**config.mk**
```make
export PLATFORM = sky130hd
export DESIGN_NAME = matvec3_host_driver
export DESIGN_NICKNAME = d
export VERILOG_FILES = /design/src/rtl/matvec3_pkg.sv /design/src/rtl/matvec3_host_driver_up_counter.sv /design/src/rtl/matvec3_host_driver.sv
export SDC_FILE = /design/constraint.sdc
export NUM_CORES = 1
export LEC_CHECK = 0
export BUFFER_PORTS_ARGS = -buffer_cell sky130_fd_sc_hd__clkbuf_2
export CAP_MARGIN = 20
export CORE_ASPECT_RATIO = 1.1
export CORE_MARGIN = 1.5
export CORE_UTILIZATION = 49
export DETAILED_ROUTE_END_ITERATION = 16
export MAX_ROUTING_LAYER = met4
export PLACE_DENSITY_LB_ADDON = 0.2
export SETUP_SLACK_MARGIN = 0.15
export SLEW_MARGIN = 20
export SYNTH_ARGS = -nofsm -noshare
export SYNTH_HDL_FRONTEND = slang
export SYNTH_SLANG_ARGS = --single-unit
export TNS_END_PERCENT = 10
```
**constraint.sdc**
```tcl
create_clock -name clk -period 2.23 [get_ports clk]
set_input_delay 0.669 -clock clk [delete_from_list [all_inputs] [get_ports clk]]
set_output_delay 0.669 -clock clk [all_outputs]
set_load 0.01 [all_outputs]
```
**src/rtl/matvec3_pkg.sv**
```systemverilog
// Shared constants, FSM state type and word-select helper for the matvec3 host driver.
package matvec3_pkg;

  localparam int WIDTH     = 14;
  localparam int OUT_WIDTH = 28;
  localparam int N         = 3;
  localparam int NN        = N * N;
  localparam int CW        = $clog2(NN);
  localparam int RW        = $clog2(N);

  typedef enum logic [2:0] {
    IDLE   = 3'd0,
    SEND_W = 3'd1,
    SEND_X = 3'd2,
    RECV   = 3'd3,
    DONE   = 3'd4
  } state_t;

  // Picks word idx out of a packed bus; vectors are zero-extended to matrix width by the caller.
  function automatic logic [WIDTH-1:0] word_sel(input logic [NN*WIDTH-1:0] bus,
                                                input logic [CW-1:0]       idx);
    return bus[idx*WIDTH +: WIDTH];
  endfunction

endpackage

```
**src/rtl/matvec3_host_driver_up_counter.sv**
```systemverilog
// Up counter with synchronous reset, clear (priority over enable) and enable.
module up_counter #(
  parameter int W = 4
) (
  input  logic         clk,
  input  logic         reset,
  input  logic         clr,
  input  logic         en,
  output logic [W-1:0] q
);

  always_ff @(posedge clk) begin
    if (reset || clr) begin
      q <= '0;
    end else if (en) begin
      q <= q + W'(1);
    end
  end

endmodule

```
**src/rtl/matvec3_host_driver.sv**
```systemverilog
// Serializes a packed matrix/vector job onto the accelerator input stream and
// gathers the N row results into one packed result vector; one job in flight at a time.
module matvec3_host_driver
  import matvec3_pkg::*;
#(
  parameter int WIDTH     = matvec3_pkg::WIDTH,
  parameter int OUT_WIDTH = matvec3_pkg::OUT_WIDTH,
  parameter int N         = matvec3_pkg::N
) (
  input  logic                   clk,
  input  logic                   reset,
  input  logic                   job_valid,
  output logic                   job_ready,
  input  logic                   job_new_matrix,
  input  logic [N*N*WIDTH-1:0]   job_matrix,
  input  logic [N*WIDTH-1:0]     job_vector,
  output logic                   acc_in_valid,
  input  logic                   acc_in_ready,
  output logic [WIDTH-1:0]       acc_in_data,
  output logic                   acc_new_matrix,
  input  logic                   acc_out_valid,
  output logic                   acc_out_ready,
  input  logic [OUT_WIDTH-1:0]   acc_out_data,
  output logic                   result_valid,
  input  logic                   result_ready,
  output logic [N*OUT_WIDTH-1:0] result_vec
);

  state_t state, state_nxt;

  logic [N*N*WIDTH-1:0]   w_reg;
  logic [N*WIDTH-1:0]     x_reg;
  logic [N*N*WIDTH-1:0]   x_ext;
  logic [N*OUT_WIDTH-1:0] y_reg;
  logic                   eff_new;
  logic                   matrix_loaded;

  logic [CW-1:0] cnt;
  logic [RW-1:0] rcnt;

  logic job_acc, in_xfer, out_xfer;
  logic w_last, x_last, r_last;
  logic cnt_clr, cnt_en, rcnt_clr, rcnt_en;

  assign job_acc  = job_valid & job_ready;
  assign in_xfer  = acc_in_valid & acc_in_ready;
  assign out_xfer = acc_out_valid & acc_out_ready;

  assign w_last = (state == SEND_W) && (cnt == CW'(N*N-1));
  assign x_last = (state == SEND_X) && (cnt == CW'(N-1));
  assign r_last = (rcnt == RW'(N-1));

  assign cnt_clr  = in_xfer & (w_last | x_last);
  assign cnt_en   = in_xfer & ~(w_last | x_last);
  assign rcnt_clr = out_xfer & r_last;
  assign rcnt_en  = out_xfer & ~r_last;

  assign x_ext = {{((N*N-N)*WIDTH){1'b0}}, x_reg};

  up_counter #(.W(CW)) u_cnt (
    .clk   (clk),
    .reset (reset),
    .clr   (cnt_clr),
    .en    (cnt_en),
    .q     (cnt)
  );

  up_counter #(.W(RW)) u_rcnt (
    .clk   (clk),
    .reset (reset),
    .clr   (rcnt_clr),
    .en    (rcnt_en),
    .q     (rcnt)
  );

  always_ff @(posedge clk) begin
    if (reset) begin
      state <= IDLE;
    end else begin
      state <= state_nxt;
    end
  end

  always_comb begin
    state_nxt = state;
    case (state)
      IDLE:    if (job_acc) state_nxt = (job_new_matrix | ~matrix_loaded) ? SEND_W : SEND_X;
      SEND_W:  if (in_xfer && w_last) state_nxt = SEND_X;
      SEND_X:  if (in_xfer && x_last) state_nxt = RECV;
      RECV:    if (out_xfer && r_last) state_nxt = DONE;
      DONE:    if (result_ready) state_nxt = IDLE;
      default: state_nxt = IDLE;
    endcase
  end

  always_ff @(posedge clk) begin
    if (reset) begin
      w_reg         <= '0;
      x_reg         <= '0;
      y_reg         <= '0;
      eff_new       <= 1'b0;
      matrix_loaded <= 1'b0;
    end else begin
      if (job_acc) begin
        w_reg   <= job_matrix;
        x_reg   <= job_vector;
        eff_new <= job_new_matrix | ~matrix_loaded;
      end
      if (in_xfer && w_last) begin
        matrix_loaded <= 1'b1;
      end
      if (out_xfer) begin
        y_reg[rcnt*OUT_WIDTH +: OUT_WIDTH] <= acc_out_data;
      end
    end
  end

  // Stream outputs decode only registered state, so they hold steady across stalls.
  always_comb begin
    job_ready      = 1'b0;
    acc_in_valid   = 1'b0;
    acc_in_data    = '0;
    acc_new_matrix = 1'b0;
    acc_out_ready  = 1'b0;
    result_valid   = 1'b0;
    case (state)
      IDLE:   job_ready = 1'b1;
      SEND_W: begin
        acc_in_valid   = 1'b1;
        acc_in_data    = word_sel(w_reg, cnt);
        acc_new_matrix = 1'b1;
      end
      SEND_X: begin
        acc_in_valid   = 1'b1;
        acc_in_data    = word_sel(x_ext, cnt);
        acc_new_matrix = eff_new;
      end
      RECV:    acc_out_ready = 1'b1;
      DONE:    result_valid  = 1'b1;
      default: ;
    endcase
  end

  assign result_vec = y_reg;

endmodule
```
==> results_dict.tcl, run 1 <==
set metrics [dict create \
    synth_warnings 0 \
    drc 0 \
    antenna_found_initial 0 \
    slew_headroom_pct 46.31 \
    synth-compound-area-share_pct 20.01 \
    final_cells 2256 \
    finClkSkew_ns 0.02215 \
    initial_utilization_pct 49.64 \
    cts_max_level 1 \
    cp_num_buf_inv 2 \
    crit_slowest_cell "or3b_4" \
    rsz0062_at_grt "yes" \
    routed_wl_mm 43.12 \
    clk_latency_ns 0.55 \
    grt_pass1_vias 11879 \
    io_buffers 305 \
    synth_top_family_by_area "simple AND/OR/NAND/NOR gates" \
    ys_ff_latch 263 \
    cp_data_arrival_time_ns 2.33 \
    place_congestion 0.9462 \
    drtPass1Iterations 6 \
    violations "negative setup slack" \
    synth_top_area_share_pct 42.24 \
    crit_family "compound AO/OA/AOI/OAI gates" \
    path_clk_slew_ns 0.06 \
    worst_slew_pin_slew_ns 0.8054 \
    cap_violations 0 \
    crit_chain "or3b_4 > buf_12 > mux4_2 > o21ai_1 > a31oi_1 > o21a_1 > clkbuf_2" \
    powerDensity_nw_per_um2 898.6 \
    core.rowCount 61 \
    fillers 2176 \
    wl_met2_mm 20.82 \
    cp.depth 7 \
    cp-startpoint "state[2]" \
    slew_viol_final 0 \
    finalHoldViolCount 0 \
    r2r_end "result_vec[27]" \
    cts_buffer_depth 3 \
    leakage_nw 6.828 \
    synth_fa_ha_area_share_pct 0.8031 \
    endpoint_kind "primary output" \
    final_nets 2133 \
    cts_hold_buf 0 \
    r2r_start "u_rcnt.q[0]" \
    yosys.cell_types.count 63 \
    cts_sinks 263 \
    syn_area_sq_um 12460 \
    ys.flop_type "dfxtp_1" \
    rr_worst_depth 8 \
    post-route-util_pct 64.97 \
    seq_area_frac_synth_pct 42.24 \
    dieHeight_um 170.3 \
    synth_edf_count 0 \
    hold_ws_ns 0.3459 \
    async_flop_share_pct 0 \
    post-cts-setup-buffers 0 \
    layout_min_cycle_time_ns 2.999 \
    tritoncts "yes" \
    via_per_inst 5.699 \
    fin_ws_ns -0.7686 \
    worstPathMaxFanout 18 \
    gr-total-overflow 0 \
    grt_max_degree 106 \
    synth_top_area_cell "dfxtp_1" \
    antenna_left 0 \
    reg2reg_slack_ns -0.03 \
    hpwl_mm 32.69 \
    die-area_sq_um 26400 \
    synthTopCellsByArea "dfxtp_1 (42%), nand2_1 (13%), a21oi_1 (9.2%), mux2_2 (4.8%), nor2_1 (2.3%)" \
    crit_path_start_kind "flop" \
    initialDrtViolationCount 1063 \
    status "finished, violations left" \
    antenna_cells 0 \
    fp.dieW_um 155.1 \
    min_path_type "input pin to flop" \
    core_sq_um 25110 \
    period_share_pct 134.5 \
    slowest_delay_ns 0.41 \
    endpoint "acc_in_data[5]" \
    clockRootBuffer "clkbuf_16" \
    top_layer_used "met4" \
    synthCells 1570 \
    via_count 12858 \
    met1_length_mm 17.51 \
    pin_count 306 \
    largest_reg_flops 126 \
    synthXorXnorAreaFrac_pct 0.1405 \
    crit_type "flop to primary output" \
    met3_length_mm 2.589 \
    area_growth_pct 30.88 \
    synthMuxAreaShare_pct 10.39 \
    finalSetupViolations 16 \
    wire_per_inst_um 19.11 \
    grt_use_total_pct 32.38 \
    syn-mean-instance-area_sq_um 7.939 \
    cts_inserted_buffers 28 \
    place_inst 2207 \
    synth_nets 1781 \
    synthSimpleGateAreaFrac_pct 21.54 \
    yosys-top-cells-count "nand2_1 (439), dfxtp_1 (263), a21oi_1 (228)" \
    pre_cts_slack_ns -0.2637 \
    clock.fmax_mhz 333.5 \
    worstPathRequired_ns 1.56 \
    ir_drop_uv 678.7 \
    drive_gt1_share_pct 31.99 \
    grt_first_pass_wirelength_mm 64.87 \
    yosysMostFrequentCell "nand2_1" \
]
repair_timing:
item,in CTS,in global routing
resized for setup,30,46
setup endpoints to repair,65,85
pin swaps,9,13
kinds of logic (layout without fill, tap and decap cells):
| group | after synthesis | after routing |
|---|---|---|
| multiplexers | 98 | 98 |
| flip-flops | 263 | 263 |
| adder cells (fa/ha/maj) | 8 | 8 |
| XOR/XNOR | 2 | 2 |
| AO/OA/AOI/OAI | 423 | 423 |
| AND/OR/NAND/NOR | 639 | 639 |
| buffers and inverters | 137 | 508 |
cell type report:
type | count | area, sq um | share of cell area, %
Clock buffer | 39 | 792.0 | 4.855
Clock inverter | 10 | 118.9 | 0.7286
Inverter | 10 | 50.05 | 0.3068
Multi-Input combinational cell | 1170 | 6848 | 41.98
Sequential cell | 263 | 5273 | 32.32
Tap cell | 315 | 394.1 | 2.416
Timing Repair Buffer | 449 | 2838 | 17.40
worst min path at each step:
stage	startpoint	end	slack, ns	cells after the start
detailed placement	result_vec[37]	result_vec[37]	0.44	2
global placement	result_vec[73]	result_vec[73]	0.44	2
CTS	job_matrix[26]	w_reg[26]	0.33	3
finish	job_matrix[26]	w_reg[26]	0.35	3
global route	job_vector[24]	x_reg[24]	0.34	3
floorplan	matrix_loaded	matrix_loaded	0.43	2
cells in the final DEF (no fill, tap or decap), types with 13 or more instances in the layout:
cell type / instances
a21oi_1: 223
a22oi_1: 23
a31oi_1: 21
buf_12: 13
buf_4: 123
clkbuf_16: 28
clkbuf_2: 298
dfxtp_1: 259
mux2_2: 52
mux2i_1: 25
nand2_1: 438
nor2_1: 70
nor3_1: 40
o21a_1: 17
o21ai_0: 44
o21ai_1: 15
worst min-delay path: stages:
cell      delay [ns]
clkbuf_2        0.08
nand2_1         0.04
a21oi_1         0.05
power by group:
group	leakage (nW)	switching (mW)	internal, mW
logic	4.24	2.56	1.78
registers	2.15	0.387	5.32
clock network	0.439	1.91	2.70
total	6.83	4.86	9.80
through the flow:
stage,cell area (sq um),setup TNS (ns),total power [mW]
6_report,16310,-10.58,14.66
3_3_place_gp,15130,-2.931,9.899
3_5_place_dp,15130,-3.855,9.970
2_1_floorplan,12550,-0.2587,8.331
5_1_grt,16310,-11.84,15.32
4_1_cts,16160,-11.26,14.61
routing by layer:
metal | vias up | track usage, %
met1 | 6056 | 39.80
met3 | 108 | 3.285
met4 | 0 | 15.34
li1 | 6176 | -
met2 | 518 | 53.58
met5 | - | -
No activity file was read; power rests on OpenSTA's default activity.
==> run 2: changes to the inputs <==
- CORE_ASPECT_RATIO: 1.1 -> not set
==> run 2 against run 1 <==
- the run still ends with negative setup slack left
- via count increased by 1.8%
- clock skew decreased by 0.0017 ns
- hold slack got worse by 0.033 ns
- die area about the same
- setup slack got worse by 0.044 ns
- design area increased by 3.7%
- total power increased by 3.4%
- clock power increased by 6.7%
- critical path type unchanged
- highest routed layer unchanged
==> results_dict.tcl, run 2 (same netlist as run 1, synthesis figures left out) <==
set metrics [dict create \
    status "finished, violations left" \
    violations "negative setup slack" \
    power.switching_mw 5.067 \
    fillers 2190 \
    worstPathMaxFanout 25 \
    die-area_sq_um 26400 \
    hpwl_mm 33.94 \
    cap_violations 0 \
    drive_gt1_share_pct 34.80 \
    slew_viol_final 0 \
    slew_headroom_pct 64.69 \
    antenna_left 0 \
    io_buffers 305 \
    multi_input_area_sq_um 7136 \
    holdPathStages 3 \
    final-seq-area_sq_um 5281 \
    core_sq_um 25040 \
    dieHeight_um 162.5 \
    final_nets 2147 \
    core.rowCount 58 \
    clk_latency_ns 0.57 \
    reg2reg_slack_ns 0.03 \
    setup-tns-final_ns -11.01 \
    crit_type "flop to primary output" \
    clock.fmax_mhz 328.7 \
    via_count 13084 \
    crit_slowest_cell "or3b_4" \
    finalSetupViolations 16 \
    comb_power_share_pct 29.8 \
    pin_count 306 \
    via_per_inst 5.719 \
    initialDrtViolationCount 1333 \
    routed_wl_mm 45.15 \
    grt_pass1_vias 12114 \
    gr-total-overflow 0 \
    grt_first_pass_wirelength_mm 68.48 \
    powerDensity_nw_per_um2 896.0 \
    r2r_start "u_rcnt.q[0]" \
    p_int_mw 10.10 \
    worst_slew_pin_slew_ns 0.5296 \
    path_clk_slew_ns 0.07 \
    drtPass1Iterations 5 \
    antenna_found_initial 1 \
    cts_inserted_buffers 28 \
    initial_utilization_pct 49.79 \
    min_from "job_matrix[29]" \
    cp_data_arrival_time_ns 2.37 \
    period_share_pct 136.4 \
    slowest_delay_ns 0.40 \
    largest_reg_flops 126 \
    endpoint_kind "primary output" \
    seqPwrFrac_pct 37.7 \
    cts_buffer_depth 3 \
    fp.dieW_um 162.5 \
    post-cts-setup-buffers 0 \
    final_common_cell "nand2_1" \
    clockRootBuffer "clkbuf_16" \
    place_congestion 0.9943 \
    area_growth_pct 35.76 \
    final_cell_mix "nand2_1 (434), clkbuf_2 (299), dfxtp_1 (256), a21oi_1 (224), buf_4 (125)" \
    grt_use_total_pct 34.34 \
    leakage_nw 7.017 \
    layout_min_cycle_time_ns 3.042 \
    worstPathRequired_ns 1.56 \
    p_clk_share_pct 32.4 \
    cts_sinks 263 \
    min_to "w_reg[29]" \
    drc 0 \
    crit_family "simple AND/OR/NAND/NOR gates" \
    swShare_pct 33.42 \
    cp_num_buf_inv 3 \
    cts_hold_buf 0 \
    fin_ws_ns -0.8125 \
    place_inst 2236 \
    final_cells 2288 \
    tritoncts "yes" \
    finalHoldViolCount 0 \
    ir_drop_uv 578.6 \
    crit_chain "or3b_4 > buf_12 > buf_6 > mux2_2 > nand2_1 > a31oi_1 > o21a_1 > buf_2" \
    cts_max_level 1 \
    r2r_end "result_vec[27]" \
    min_path_type "input pin to flop" \
    rsz0062_at_grt "yes" \
    finClkSkew_ns 0.02048 \
    rr_worst_depth 8 \
    crit_path_start_kind "flop" \
    grt_max_degree 115 \
    wire_per_inst_um 19.73 \
]
run 2: cell types whose count changed in the layout (fill, tap and decap cells not counted), moves of 6 or more:
cell	before	now
buf_12	13	19
o21ai_2	3	11
a221oi_2	9	3
o21ai_0	44	37
run 2: per-layer routing:
layer / GRT usage, % / vias up / part of all wire (%)
met4: 9.091 / 0 / 2.3
met2: 49.15 / 615 / 43
met5: - / - / 0
li1: - / 6211 / -
met3: 5.475 / 74 / 8.9
met1: 50.03 / 6184 / 46
run 2: what timing repair did:
action | 4_1_cts | 5_1_grt
gates resized for setup | 76 | 82
setup endpoints to repair | 88 | 85
pin swaps | 18 | 38
cloned | 0 | 0
run 2: area by class of cell:
| type | instances | area share (%) |
|---|---|---|
| multi-input cells | 1170 | 42.17 |
| repair buffers | 463 | 18.02 |
| diodes | 1 | 0.01479 |
| flip-flops and latches | 263 | 31.21 |
| well taps | 330 | 2.440 |
| inverters | 10 | 0.3401 |
| clock inverters | 12 | 1.006 |
| clock buffers | 39 | 4.799 |
run 2: per-stage QoR:
| stage | area, sq um | worst slack (ns) | utilization, % | power [mW] | hold WS, ns |
|---|---|---|---|---|---|
| 2_1_floorplan | 12550 | -0.03434 | - | 8.331 | 0.4290 |
| 3_3_place_gp | 15300 | -0.2641 | 61.12 | 9.886 | 0.4362 |
| 3_5_place_dp | 15300 | -0.2702 | 61.12 | 9.956 | 0.4429 |
| 4_1_cts | 16590 | -0.8107 | 66.27 | 15.03 | 0.2988 |
| 5_1_grt | 16920 | -0.9007 | 67.59 | 15.85 | 0.3120 |
| 6_report | 16920 | -0.8125 | 67.59 | 15.16 | 0.3128 |
run 2: how the worst max path moves through the flow:
stage	cells past startpoint	slack, ns	from	end
floorplan	7	-0.03	state[1]	acc_in_data[0]
global placement	8	-0.26	state[2]	acc_in_data[9]
detailed placement	8	-0.27	state[2]	acc_in_data[9]
CTS	8	-0.81	state[2]	acc_in_data[9]
global route	8	-0.90	state[2]	acc_in_data[10]
finish	8	-0.81	state[2]	acc_in_data[9]
run 2: worst register-to-register path: cells and delay by family, from the launching register on:
| family | cells | cell delay [ns] |
|---|---|---|
| fa+ha+maj | 1 | 0.36 |
| simple gates | 2 | 0.17 |
| mux | 1 | 0.61 |
| buf+inv | 2 | 0.22 |
| flops | 1 | 0.38 |
| compound gates | 2 | 0.33 |
run 2: power by group through the flow:
| stage | logic (mW) | registers [mW] | clock network (mW) |
|---|---|---|---|
| final | 4.52 | 5.72 | 4.92 |
| after detailed placement | 4.16 | 5.80 | 0 |
| after CTS | 4.37 | 5.71 | 4.95 |
| after global placement | 4.08 | 5.81 | 0 |
| after floorplan | 2.70 | 5.63 | 0 |
| after global routing | 4.90 | 5.78 | 5.16 |
